--- config.mk ---
export PLATFORM = sky130hd
export DESIGN_NAME = hazard_ctrl
export DESIGN_NICKNAME = d
export VERILOG_FILES = /design/src/rtl/hazard_ctrl_pkg.sv /design/src/rtl/hazard_ctrl_md_busy_ctr.sv /design/src/rtl/hazard_ctrl.sv
export SDC_FILE = /design/constraint.sdc
export NUM_CORES = 1
export LEC_CHECK = 0
export ABC_AREA = 1
export CORE_MARGIN = 2
export CORE_UTILIZATION = 51
export DETAILED_ROUTE_END_ITERATION = 8
export PLACE_DENSITY = 0.8
export SYNTH_ARGS = -nofsm -noshare
export SYNTH_HDL_FRONTEND = slang
export SYNTH_SLANG_ARGS = --single-unit
--- constraint.sdc ---
create_clock -name clk -period 3.2 [get_ports clk]
set_input_delay 0.64 -clock clk [delete_from_list [all_inputs] [get_ports clk]]
set_output_delay 0.64 -clock clk [all_outputs]
set_load 0.005 [all_outputs]
--- src/rtl/hazard_ctrl_pkg.sv ---
// hazard_ctrl_pkg
//   Shared definitions for the ID-stage hazard controller: opcode and funct
//   constants, Tnew/Tuse constants, the forwarding-select encoding, the
//   scoreboard entry type and the instruction decode helper.
package hazard_ctrl_pkg;

    // Primary opcodes
    localparam logic [5:0] OP_RTYPE = 6'b000000;
    localparam logic [5:0] OP_LW    = 6'b100011;
    localparam logic [5:0] OP_SW    = 6'b101011;
    localparam logic [5:0] OP_BEQ   = 6'b000100;
    localparam logic [5:0] OP_J     = 6'b000010;
    localparam logic [5:0] OP_JAL   = 6'b000011;
    localparam logic [5:0] OP_LUI   = 6'b001111;
    localparam logic [5:0] OP_ORI   = 6'b001101;

    // R-type funct codes
    localparam logic [5:0] FN_ADDU  = 6'b100001;
    localparam logic [5:0] FN_SUBU  = 6'b100011;
    localparam logic [5:0] FN_JR    = 6'b001000;
    localparam logic [5:0] FN_MULT  = 6'b011000;
    localparam logic [5:0] FN_MULTU = 6'b011001;
    localparam logic [5:0] FN_DIV   = 6'b011010;
    localparam logic [5:0] FN_DIVU  = 6'b011011;
    localparam logic [5:0] FN_MFHI  = 6'b010000;
    localparam logic [5:0] FN_MTHI  = 6'b010001;
    localparam logic [5:0] FN_MFLO  = 6'b010010;
    localparam logic [5:0] FN_MTLO  = 6'b010011;

    // Cycles until a result exists (Tnew, counted from the EX entry)
    localparam logic [1:0] TNEW_LW  = 2'd2;
    localparam logic [1:0] TNEW_ALU = 2'd1;
    localparam logic [1:0] TNEW_JAL = 2'd0;

    // Cycles until an operand is consumed (Tuse, counted from ID)
    localparam logic [1:0] TUSE_0 = 2'd0;
    localparam logic [1:0] TUSE_1 = 2'd1;
    localparam logic [1:0] TUSE_2 = 2'd2;

    localparam logic [4:0] REG_RA = 5'd31;

    typedef enum logic [1:0] {
        FWD_RF    = 2'd0,
        FWD_EXMEM = 2'd1,
        FWD_MEMWB = 2'd2
    } fwd_sel_e;

    typedef enum logic [1:0] {
        MD_NONE = 2'd0,
        MD_MULT = 2'd1,
        MD_DIV  = 2'd2
    } md_op_e;

    typedef struct packed {
        logic       valid;
        logic [4:0] dst;
        logic [1:0] tnew;
    } sb_entry_t;

    typedef struct packed {
        logic       rs_read;
        logic [1:0] rs_tuse;
        logic       rt_read;
        logic [1:0] rt_tuse;
        sb_entry_t  wr;       // scoreboard entry this instruction creates
        md_op_e     md_op;    // starts the mult/div unit
        logic       md_use;   // any HI/LO or mult/div unit access
        logic       is_jump;  // j / jal / jr
        logic       is_beq;
    } dec_t;

    function automatic dec_t decode(input logic [31:0] instr);
        dec_t       d;
        logic [5:0] op;
        logic [5:0] fn;
        logic [4:0] rt;
        logic [4:0] rd;
        op = instr[31:26];
        fn = instr[5:0];
        rt = instr[20:16];
        rd = instr[15:11];
        d = '0;
        d.md_op = MD_NONE;
        case (op)
            OP_RTYPE: begin
                case (fn)
                    FN_ADDU, FN_SUBU: begin
                        d.rs_read = 1'b1; d.rs_tuse = TUSE_1;
                        d.rt_read = 1'b1; d.rt_tuse = TUSE_1;
                        d.wr = '{valid: 1'b1, dst: rd, tnew: TNEW_ALU};
                    end
                    FN_JR: begin
                        d.rs_read = 1'b1; d.rs_tuse = TUSE_0;
                        d.is_jump = 1'b1;
                    end
                    FN_MULT, FN_MULTU: begin
                        d.rs_read = 1'b1; d.rs_tuse = TUSE_1;
                        d.rt_read = 1'b1; d.rt_tuse = TUSE_1;
                        d.md_op   = MD_MULT;
                        d.md_use  = 1'b1;
                    end
                    FN_DIV, FN_DIVU: begin
                        d.rs_read = 1'b1; d.rs_tuse = TUSE_1;
                        d.rt_read = 1'b1; d.rt_tuse = TUSE_1;
                        d.md_op   = MD_DIV;
                        d.md_use  = 1'b1;
                    end
                    FN_MFHI, FN_MFLO: begin
                        d.md_use = 1'b1;
                        d.wr = '{valid: 1'b1, dst: rd, tnew: TNEW_ALU};
                    end
                    FN_MTHI, FN_MTLO: begin
                        d.rs_read = 1'b1; d.rs_tuse = TUSE_1;
                        d.md_use  = 1'b1;
                    end
                    default: ;
                endcase
            end
            OP_LW: begin
                d.rs_read = 1'b1; d.rs_tuse = TUSE_1;
                d.wr = '{valid: 1'b1, dst: rt, tnew: TNEW_LW};
            end
            OP_SW: begin
                d.rs_read = 1'b1; d.rs_tuse = TUSE_1;
                d.rt_read = 1'b1; d.rt_tuse = TUSE_2;
            end
            OP_BEQ: begin
                d.rs_read = 1'b1; d.rs_tuse = TUSE_0;
                d.rt_read = 1'b1; d.rt_tuse = TUSE_0;
                d.is_beq  = 1'b1;
            end
            OP_J: begin
                d.is_jump = 1'b1;
            end
            OP_JAL: begin
                d.is_jump = 1'b1;
                d.wr = '{valid: 1'b1, dst: REG_RA, tnew: TNEW_JAL};
            end
            OP_LUI: begin
                d.wr = '{valid: 1'b1, dst: rt, tnew: TNEW_ALU};
            end
            OP_ORI: begin
                d.rs_read = 1'b1; d.rs_tuse = TUSE_1;
                d.wr = '{valid: 1'b1, dst: rt, tnew: TNEW_ALU};
            end
            default: ;
        endcase
        return d;
    endfunction

endpackage

--- src/rtl/hazard_ctrl_md_busy_ctr.sv ---
// md_busy_ctr
//   Occupancy counter for the multiply/divide unit. Loaded with the op's
//   latency on the edge the op leaves EX, then counts down to zero.
//   Ports:
//     clk, reset          pipeline clock, async active-high reset
//     load_mult/load_div  a mult / div is in EX this cycle
//     busy                counter is nonzero
module md_busy_ctr
    import hazard_ctrl_pkg::*;
#(
    parameter int MULT_CYC = 5,
    parameter int DIV_CYC  = 10,
    parameter int CNT_W    = 4
) (
    input  logic clk,
    input  logic reset,
    input  logic load_mult,
    input  logic load_div,
    output logic busy
);

    localparam logic [CNT_W-1:0] MULT_LD = CNT_W'(MULT_CYC);
    localparam logic [CNT_W-1:0] DIV_LD  = CNT_W'(DIV_CYC);

    logic [CNT_W-1:0] cnt;

    // A load can only occur once the count has drained (the ID stage holds
    // mult/div while busy), and the decrement stops at zero so it never wraps.
    always_ff @(posedge clk or posedge reset) begin
        if (reset) begin
            cnt <= '0;
        end else if (load_div) begin
            cnt <= DIV_LD;
        end else if (load_mult) begin
            cnt <= MULT_LD;
        end else if (cnt != '0) begin
            cnt <= cnt - 1'b1;
        end
    end

    assign busy = (cnt != '0);

endmodule

--- src/rtl/hazard_ctrl.sv ---
// hazard_ctrl
//   ID-stage hazard unit for a 5-stage MIPS-subset pipeline: Tnew/Tuse data
//   stalls, mult/div structural stalls, ID-stage forwarding selects and
//   jump/branch redirect.
//   Ports:
//     clk, reset            pipeline clock, async active-high reset
//     IdInstr, IdValid      instruction in ID and its valid flag
//     BranchTaken           beq compare result from ID
//     Stall, Bubble         freeze PC/IF-ID, insert NOP into ID/EX
//     FlushIFID             clear IF/ID on the next edge
//     JumpToTarget          PC takes the jump/branch target
//     FwdRsSel, FwdRtSel    ID operand source (0 regfile, 1 EX/MEM, 2 MEM/WB)
//     MdBusy                mult/div unit occupied
module hazard_ctrl
    import hazard_ctrl_pkg::*;
#(
    parameter int MULT_CYC = 5,
    parameter int DIV_CYC  = 10,
    parameter int CNT_W    = 4
) (
    input  logic        clk,
    input  logic        reset,
    input  logic [31:0] IdInstr,
    input  logic        IdValid,
    input  logic        BranchTaken,
    output logic        Stall,
    output logic        Bubble,
    output logic        FlushIFID,
    output logic        JumpToTarget,
    output logic [1:0]  FwdRsSel,
    output logic [1:0]  FwdRtSel,
    output logic        MdBusy
);

    typedef struct packed {
        logic     stall;
        fwd_sel_e fwd;
    } probe_t;

    dec_t       dec;
    sb_entry_t  sb_ex, sb_mem, sb_wb;
    md_op_e     ex_md;
    logic       md_busy;
    probe_t     rs_probe, rt_probe;
    logic       data_stall, md_stall, stall_int, redirect;

    // The youngest scoreboard entry writing src decides: it stalls if its
    // value arrives later than the reader needs it, and it is forwarded only
    // once ready. An older match is stale and never consulted. A ready EX
    // entry (jal link) is read through the EX/MEM path.
    function automatic probe_t probe(input logic [4:0] src, input logic [1:0] tuse,
                                     input sb_entry_t ex, input sb_entry_t mem,
                                     input sb_entry_t wb);
        probe_t p;
        p.stall = 1'b0;
        p.fwd   = FWD_RF;
        if (src != 5'd0) begin
            if (ex.valid && ex.dst == src) begin
                p.stall = (ex.tnew > tuse);
                p.fwd   = (ex.tnew == 2'd0) ? FWD_EXMEM : FWD_RF;
            end else if (mem.valid && mem.dst == src) begin
                p.stall = (mem.tnew > tuse);
                p.fwd   = (mem.tnew == 2'd0) ? FWD_EXMEM : FWD_RF;
            end else if (wb.valid && wb.dst == src) begin
                p.stall = (wb.tnew > tuse);
                p.fwd   = FWD_MEMWB;
            end
        end
        return p;
    endfunction

    assign dec = decode(IdInstr);

    // Scoreboard register
    always_ff @(posedge clk or posedge reset) begin
        if (reset) begin
            sb_ex  <= '0;
            sb_mem <= '0;
            sb_wb  <= '0;
            ex_md  <= MD_NONE;
        end else begin
            if (IdValid && !stall_int) begin
                sb_ex <= dec.wr;
                ex_md <= dec.md_op;
            end else begin
                sb_ex <= '0;
                ex_md <= MD_NONE;
            end
            sb_mem.valid <= sb_ex.valid;
            sb_mem.dst   <= sb_ex.dst;
            sb_mem.tnew  <= (sb_ex.tnew == 2'd0) ? 2'd0 : sb_ex.tnew - 2'd1;
            sb_wb.valid  <= sb_mem.valid;
            sb_wb.dst    <= sb_mem.dst;
            sb_wb.tnew   <= 2'd0;
        end
    end

    md_busy_ctr #(
        .MULT_CYC (MULT_CYC),
        .DIV_CYC  (DIV_CYC),
        .CNT_W    (CNT_W)
    ) u_md_busy_ctr (
        .clk       (clk),
        .reset     (reset),
        .load_mult (ex_md == MD_MULT),
        .load_div  (ex_md == MD_DIV),
        .busy      (md_busy)
    );

    // Hazard detection
    always_comb begin
        rs_probe   = probe(IdInstr[25:21], dec.rs_tuse, sb_ex, sb_mem, sb_wb);
        rt_probe   = probe(IdInstr[20:16], dec.rt_tuse, sb_ex, sb_mem, sb_wb);
        data_stall = IdValid && ((dec.rs_read && rs_probe.stall) ||
                                 (dec.rt_read && rt_probe.stall));
        md_stall   = IdValid && dec.md_use && (md_busy || ex_md != MD_NONE);
        stall_int  = data_stall || md_stall;
        // A stalled jump waits; it redirects on its first unstalled cycle.
        redirect   = IdValid && !stall_int &&
                     (dec.is_jump || (dec.is_beq && BranchTaken));
    end

    // Outputs are forced quiet while reset is held, including the purely
    // input-driven redirect and forward terms.
    always_comb begin
        Stall        = !reset && stall_int;
        Bubble       = !reset && stall_int;
        JumpToTarget = !reset && redirect;
        FlushIFID    = !reset && redirect;
        MdBusy       = !reset && md_busy;
        FwdRsSel     = (!reset && IdValid && dec.rs_read) ? rs_probe.fwd : FWD_RF;
        FwdRtSel     = (!reset && IdValid && dec.rt_read) ? rt_probe.fwd : FWD_RF;
    end

endmodule

==> results of run 1 <==
-- cells by family (layout without fill, tap and decap cells) --
kind of cell | Yosys count | in the layout
AND/OR/NAND/NOR | 164 | 164
buffers and inverters | 64 | 159
AO/OA/AOI/OAI | 47 | 47
flip-flops | 28 | 28
adder cells (fa/ha/maj) | 5 | 5
XOR/XNOR | 4 | 4
-- per-stage QoR --
stage / cell area [um2] / utilization, %
6_report: 3050 / 77.4
5_1_grt: 3050 / 77.4
4_1_cts: 2980 / 75.7
3_5_place_dp: 2870 / 72.7
3_3_place_gp: 2870 / 72.7
2_1_floorplan: 2050 / -
-- per-layer routing --
layer  global-route usage, %  vias to the layer above  share of wire [%]
met5                       0                        -                  0
met2                    52.0                      101                 52
met4                    8.16                        0                1.8
li1                        -                     1191                  -
met1                    35.1                     1093                 41
met3                    2.00                       16                5.6
-- sequential cells by signal (all words and copies together) (netlist names) --
signal / flops
ex_md: 2
sb_mem: 8
sb_wb: 6
sb_ex: 8
u_md_busy_ctr.cnt: 4
-- worst max-delay path, stage by stage --
cell	delay, ns
dlygate4sd2_1	0.31
or2_0	0.22
a21oi_1	0.20
nand3_1	0.17
buf_4	0.18
o21ai_0	0.07
o2111a_1	0.20
clkdlybuf4s50_1	0.51
-- worst max path at each step --
stage                start          end  slack, ns
2_1_floorplan   IdInstr[3]        Stall       0.38
3_3_place_gp    IdInstr[4]       Bubble      -0.55
3_5_place_dp    IdInstr[5]       Bubble      -0.62
4_1_cts        IdInstr[24]  FwdRsSel[0]      0.003
5_1_grt        IdInstr[26]    FlushIFID      -0.03
6_report       IdInstr[19]  FwdRtSel[0]       0.05
-- timing repair --
item / in CTS / in global routing
setup buffers: 2 / 2
pin swaps: 12 / 16
gates resized for setup: 46 / 22
endpoints found under the setup margin: 8 / 7
-- synth_stat cells (2+ instances only) --
cell type and n:
nand2_1 67, inv_1 60, nor2_1 50, dfrtp_1 28, o21ai_0 22, nand3_1 20
a21oi_1 9, nor2_2 6, o22ai_1 6, ha_1 5, nand4_1 5, xor2_1 4
nand2_2 3, nand3_2 3, nor3_1 3, a31oi_1 2, buf_4 2, inv_2 2
nor4_1 2, o221ai_1 2
-- power breakdown --
group	leakage, nW	switching (W)	total (W)	internal, W
registers	0.383	0.0000112	0.000394	0.000383
clock network	0.0357	0.000117	0.000284	0.000168
logic	1.17	0.000150	0.000279	0.000129
total	1.59	0.000278	0.000958	0.000679
-- cell type report --
cell class / count / area (um2) / share of cell area (%)
inverter: 62 / 233 / 7.63
clock buffer: 3 / 41.3 / 1.35
timing repair buffer: 93 / 773 / 25.3
tap: 50 / 62.6 / 2.05
multi-input combinational: 220 / 1210 / 39.7
sequential: 28 / 701 / 23.0
clock inverter: 1 / 30.0 / 0.984
==> flow_summary.ini, run 1 <==
[critical_path]
required_ns = 2.56
r2r_cells = 11
critPathKind = in -> out
critPathLaunchType = primary input
crit-reg2reg-launch = sb_ex[5]$_DFF_PP0_
ff2ff_setup_slack_ns = 1.25
endpoint_kind = primary output
worstPathMaxFanout = 5
cp_data_arrival_time_ns = 2.51
worstReg2RegEnd = sb_ex[0]$_DFF_PP0_

[routing]
vias_per_cell = 5.25
drt_iter0_drc = 251
wire_per_inst_um = 13.6
vias = 2401
final_antenna_net_count = 0
wirelength_um = 6200
dr.pass1.iters = 5
drc = 0

[floorplanning]
rows = 23
die_x_um = 67.5
core_um2 = 3940
ioPinCount = 45
dieHeight_um = 67.5
start_util_pct = 52.1
dieArea_um2 = 4550

[logic_synthesis]
yosys.area_share.simple_pct = 35.7
synth-edff-count = 0
async_flop_share_pct = 100
postSynthNetCount = 353
synth-compound-area-share_pct = 13.3
synth_area_um2 = 2050
synthCells = 312
synth_xor_area_share_pct = 1.71
yosys.area.top_type = dfrtp_1
synth_ff_type = dfrtp_1
synth_area_leaders = dfrtp_1 34%, nand2_1 12%, inv_1 11%
ys_seq_area_share_pct = 34.1
syn-mean-instance-area_um2 = 6.58
synth_top_area_share_pct = 34.1
synth_fa_ha_area_share_pct = 3.05
ys_seq_elements = 28
synth_cell_type_count = 31
ys_warn_count = 0
yosys-mux-area-fraction_pct = 0
synth_top_family_by_area = simple AND/OR/NAND/NOR gates

[timing]
finalSetupTns_ns = 0
tightest_slew_ns = 0.621
fmax_mhz = 318
period_share_pct = 98.3
layout_setup_ws_ns = 0.0546
fin_skew_ns = 0.00523
rsz0062_at_grt = true
period_minus_slack_ns = 3.15
hold_viol = 0
finalSetupViolations = 0
timing.hold.ws_ns = 0.388
slew-limit-headroom_pct = 58.6
slew_violations = 0

[clock_network]
cts_buffers = 3
cts.htree.levels = 1
clockRootBuffer = clkbuf_8
clk_pin_slew_ns = 0.10
cts_hold_buf = 0
cts_tree = done
clk_path_buf_depth = 2
clock-sinks = 28
clk_latency_ns = 0.28

[global_route]
overflow = 0
grt.total_usage_pct = 28.2
antenna_found_initial = 0
grt_pass1_vias = 2220
grt_max_degree = 29
grt_pass1_wl_um = 9720

[placement]
portBuffers = 39
routabilityCongestion = 0.889
place_inst = 449
pre_cts_ws_ns = -0.617
hpwl_um = 4600

[flow_run]
drv_cap = 0

[layout]
layout_commonest_cell = nand2_1
area_growth_pct = 48.6
layout-drive-gt1-share_pct = 25.6
fillers = 287
final_cell_mix = 65 x nand2_1, 56 x inv_1, 54 x buf_4
stdcell_count = 457
nets = 449
n_antenna_cell = 0

[power_and_ir_drop]
power.total_w = 0.000958
vdd_drop_max_mv = 0.333
p_leak_nw = 1.59
p_per_area_nw_per_um2 = 314

[run_status]
status = complete, no violations

[hold_path]
hold_path_end = sb_mem[2]$_DFF_PP0_
min-delay-start = sb_ex[2]$_DFF_PP0_
whs_path_depth = 0
hp-class = reg -> reg
Note: power is estimated with default switching activity, not from simulation.
==> inputs of run 2 (changes only) <==
CORE_MARGIN = unset   (was 2)
CORE_UTILIZATION = 53   (was 51)
CTS_BUF_LIST = sky130_fd_sc_hd__clkbuf_2 sky130_fd_sc_hd__clkbuf_4 sky130_fd_sc_hd__clkbuf_8   (was unset)
MAX_ROUTING_LAYER = met4   (was unset)
PLACE_DENSITY = 0.83   (was 0.8)
==> flow_summary.ini, run 2 (synthesis gave the netlist of run 1 again) <==
[global_route]
grt.total_usage_pct = 31.2
grt_max_degree = 29
use_met2_pct = 54.2
grt_pass1_wl_um = 9690
grt_pass1_vias = 2206
antenna_found_initial = 0
busiest_layer = met2
use_met3_pct = 2.32
grt_use_met1_pct = 38.2
overflow = 0

[routing]
drc = 0
drt_iter0_drc = 212
vias_per_cell = 5.25
final_antenna_net_count = 0
vias = 2401
dr.pass1.iters = 4
wirelength_um = 6200
wire_per_inst_um = 13.6

[floorplanning]
rows = 22
dieArea_um2 = 4130
ioPinCount = 45
die_x_um = 64.2
dieHeight_um = 64.2
start_util_pct = 55.7
core_um2 = 3690

[timing]
timing.hold.ws_ns = 0.390
slew-limit-headroom_pct = 57.4
fin_skew_ns = 0.00408
period_minus_slack_ns = 3.22
tightest_slew_ns = 0.639
finalSetupViolations = 1
fmax_mhz = 311
period_share_pct = 101
layout_setup_ws_ns = -0.0198
hold_viol = 0
slew_violations = 0

[layout]
area_growth_pct = 46.9
layout-drive-gt1-share_pct = 26.2
nets = 452
final_cell_mix = 66 x nand2_1, 57 x inv_1, 57 x buf_4
reg_top3 = sb_ex (8), sb_mem (8), sb_wb (6)
n_antenna_cell = 0
fillers = 273
finish.utilization_pct = 81.8
layout_commonest_cell = nand2_1

[clock_network]
clk_path_buf_depth = 2
cts_tree = done
cts_buffers = 3
cts.htree.levels = 1
clk_latency_ns = 0.27
clk_pin_slew_ns = 0.09
clockRootBuffer = clkbuf_8
clock-sinks = 28

[power_and_ir_drop]
vdd_drop_max_mv = 0.348
p_leak_nw = 1.59
p_per_area_nw_per_um2 = 287

[flow_run]
drv_cap = 0

[run_status]
violations = setup timing
status = finished, violations left

[critical_path]
ff2ff_setup_slack_ns = 1.36
cp-startpoint = IdInstr[31]
endpoint_kind = primary output
worstReg2RegEnd = sb_ex[5]$_DFF_PP0_
r2r_cells = 11
endpoint = JumpToTarget
critPathKind = in -> out
worstPathMaxFanout = 3
required_ns = 2.56
critPathLaunchType = primary input
cp_data_arrival_time_ns = 2.58
crit-reg2reg-launch = sb_ex[1]$_DFF_PP0_

[placement]
portBuffers = 39
routabilityCongestion = 0.935
hpwl_um = 4480

[hold_path]
hp-class = reg -> reg
whs_path_depth = 0
-- run 2: timing repair --
| item | 4_1_cts | 5_1_grt |
|---|---|---|
| setup buffers | 7 | 3 |
| resized for setup | 55 | 25 |
| pin swaps | 19 | 20 |
| hold endpoints to repair | 0 | 0 |
| setup endpoints to repair | 8 | 8 |
| hold buffers | 0 | 0 |
-- run 2: metal layers --
layer  wire length, um  vias up
li1                  -     1188
met1              2540     1104
met2              3200       95
met3               304       14
met4               160        0
met5                 0        -
-- run 2: power breakdown --
group          switching [W]  total [W]  internal (W)  leakage, nW
clock               0.000104   0.000188     0.0000845       0.0216
sequential         0.0000116   0.000395      0.000383        0.383
combinational       0.000154   0.000283      0.000130         1.19
-- run 2: worst min-delay path by stage --
stage                       startpoint             endpoint  slack (ns)
finish              sb_ex[2]$_DFF_PP0_  sb_mem[2]$_DFF_PP0_        0.39
detailed placement  sb_ex[2]$_DFF_PP0_  sb_mem[2]$_DFF_PP0_        0.38
global route        sb_ex[2]$_DFF_PP0_  sb_mem[2]$_DFF_PP0_        0.40
global placement    sb_ex[2]$_DFF_PP0_  sb_mem[2]$_DFF_PP0_        0.36
floorplan           sb_ex[2]$_DFF_PP0_  sb_mem[2]$_DFF_PP0_        0.35
CTS                 sb_ex[2]$_DFF_PP0_  sb_mem[2]$_DFF_PP0_        0.40
-- run 2: cell type report --
cell class                      instances  area [um2]  area share, %
Clock buffer                            3        41.3           1.37
Inverter                               62         233           7.72
Multi-Input combinational cell        220        1190           39.4
Sequential cell                        28         701           23.2
Tap cell                               48        60.1           1.99
Timing Repair Buffer                   96         793           26.3
-- run 2: worst max-delay path: stages --
cell and delay [ns]:
clkdlybuf4s15_1 0.32, nand3_2 0.16, nor2_4 0.13, inv_2 0.05, ha_1 0.29, inv_1 0.06
nor2_1 0.03, o21ai_1 0.14, nand4_1 0.13, nand3_1 0.12, nand2_1 0.07, inv_2 0.08
nand2_2 0.06, nor2_2 0.09, clkdlybuf4s15_2 0.21
-- run 2: metrics by stage --
stage | total power [W] | setup WS, ns | cell area (um2) | setup TNS, ns | cells
2_1_floorplan | 0.000549 | 0.380 | 2050 | 0 | 312
3_3_place_gp | 0.000666 | -0.563 | 2840 | -2.39 | 444
3_5_place_dp | 0.000675 | -0.633 | 2840 | -2.83 | 444
4_1_cts | 0.000859 | 0.0130 | 2950 | 0 | 454
5_1_grt | 0.000918 | -0.0846 | 3020 | -0.208 | 457
6_report | 0.000866 | -0.0198 | 3020 | -0.0198 | 457
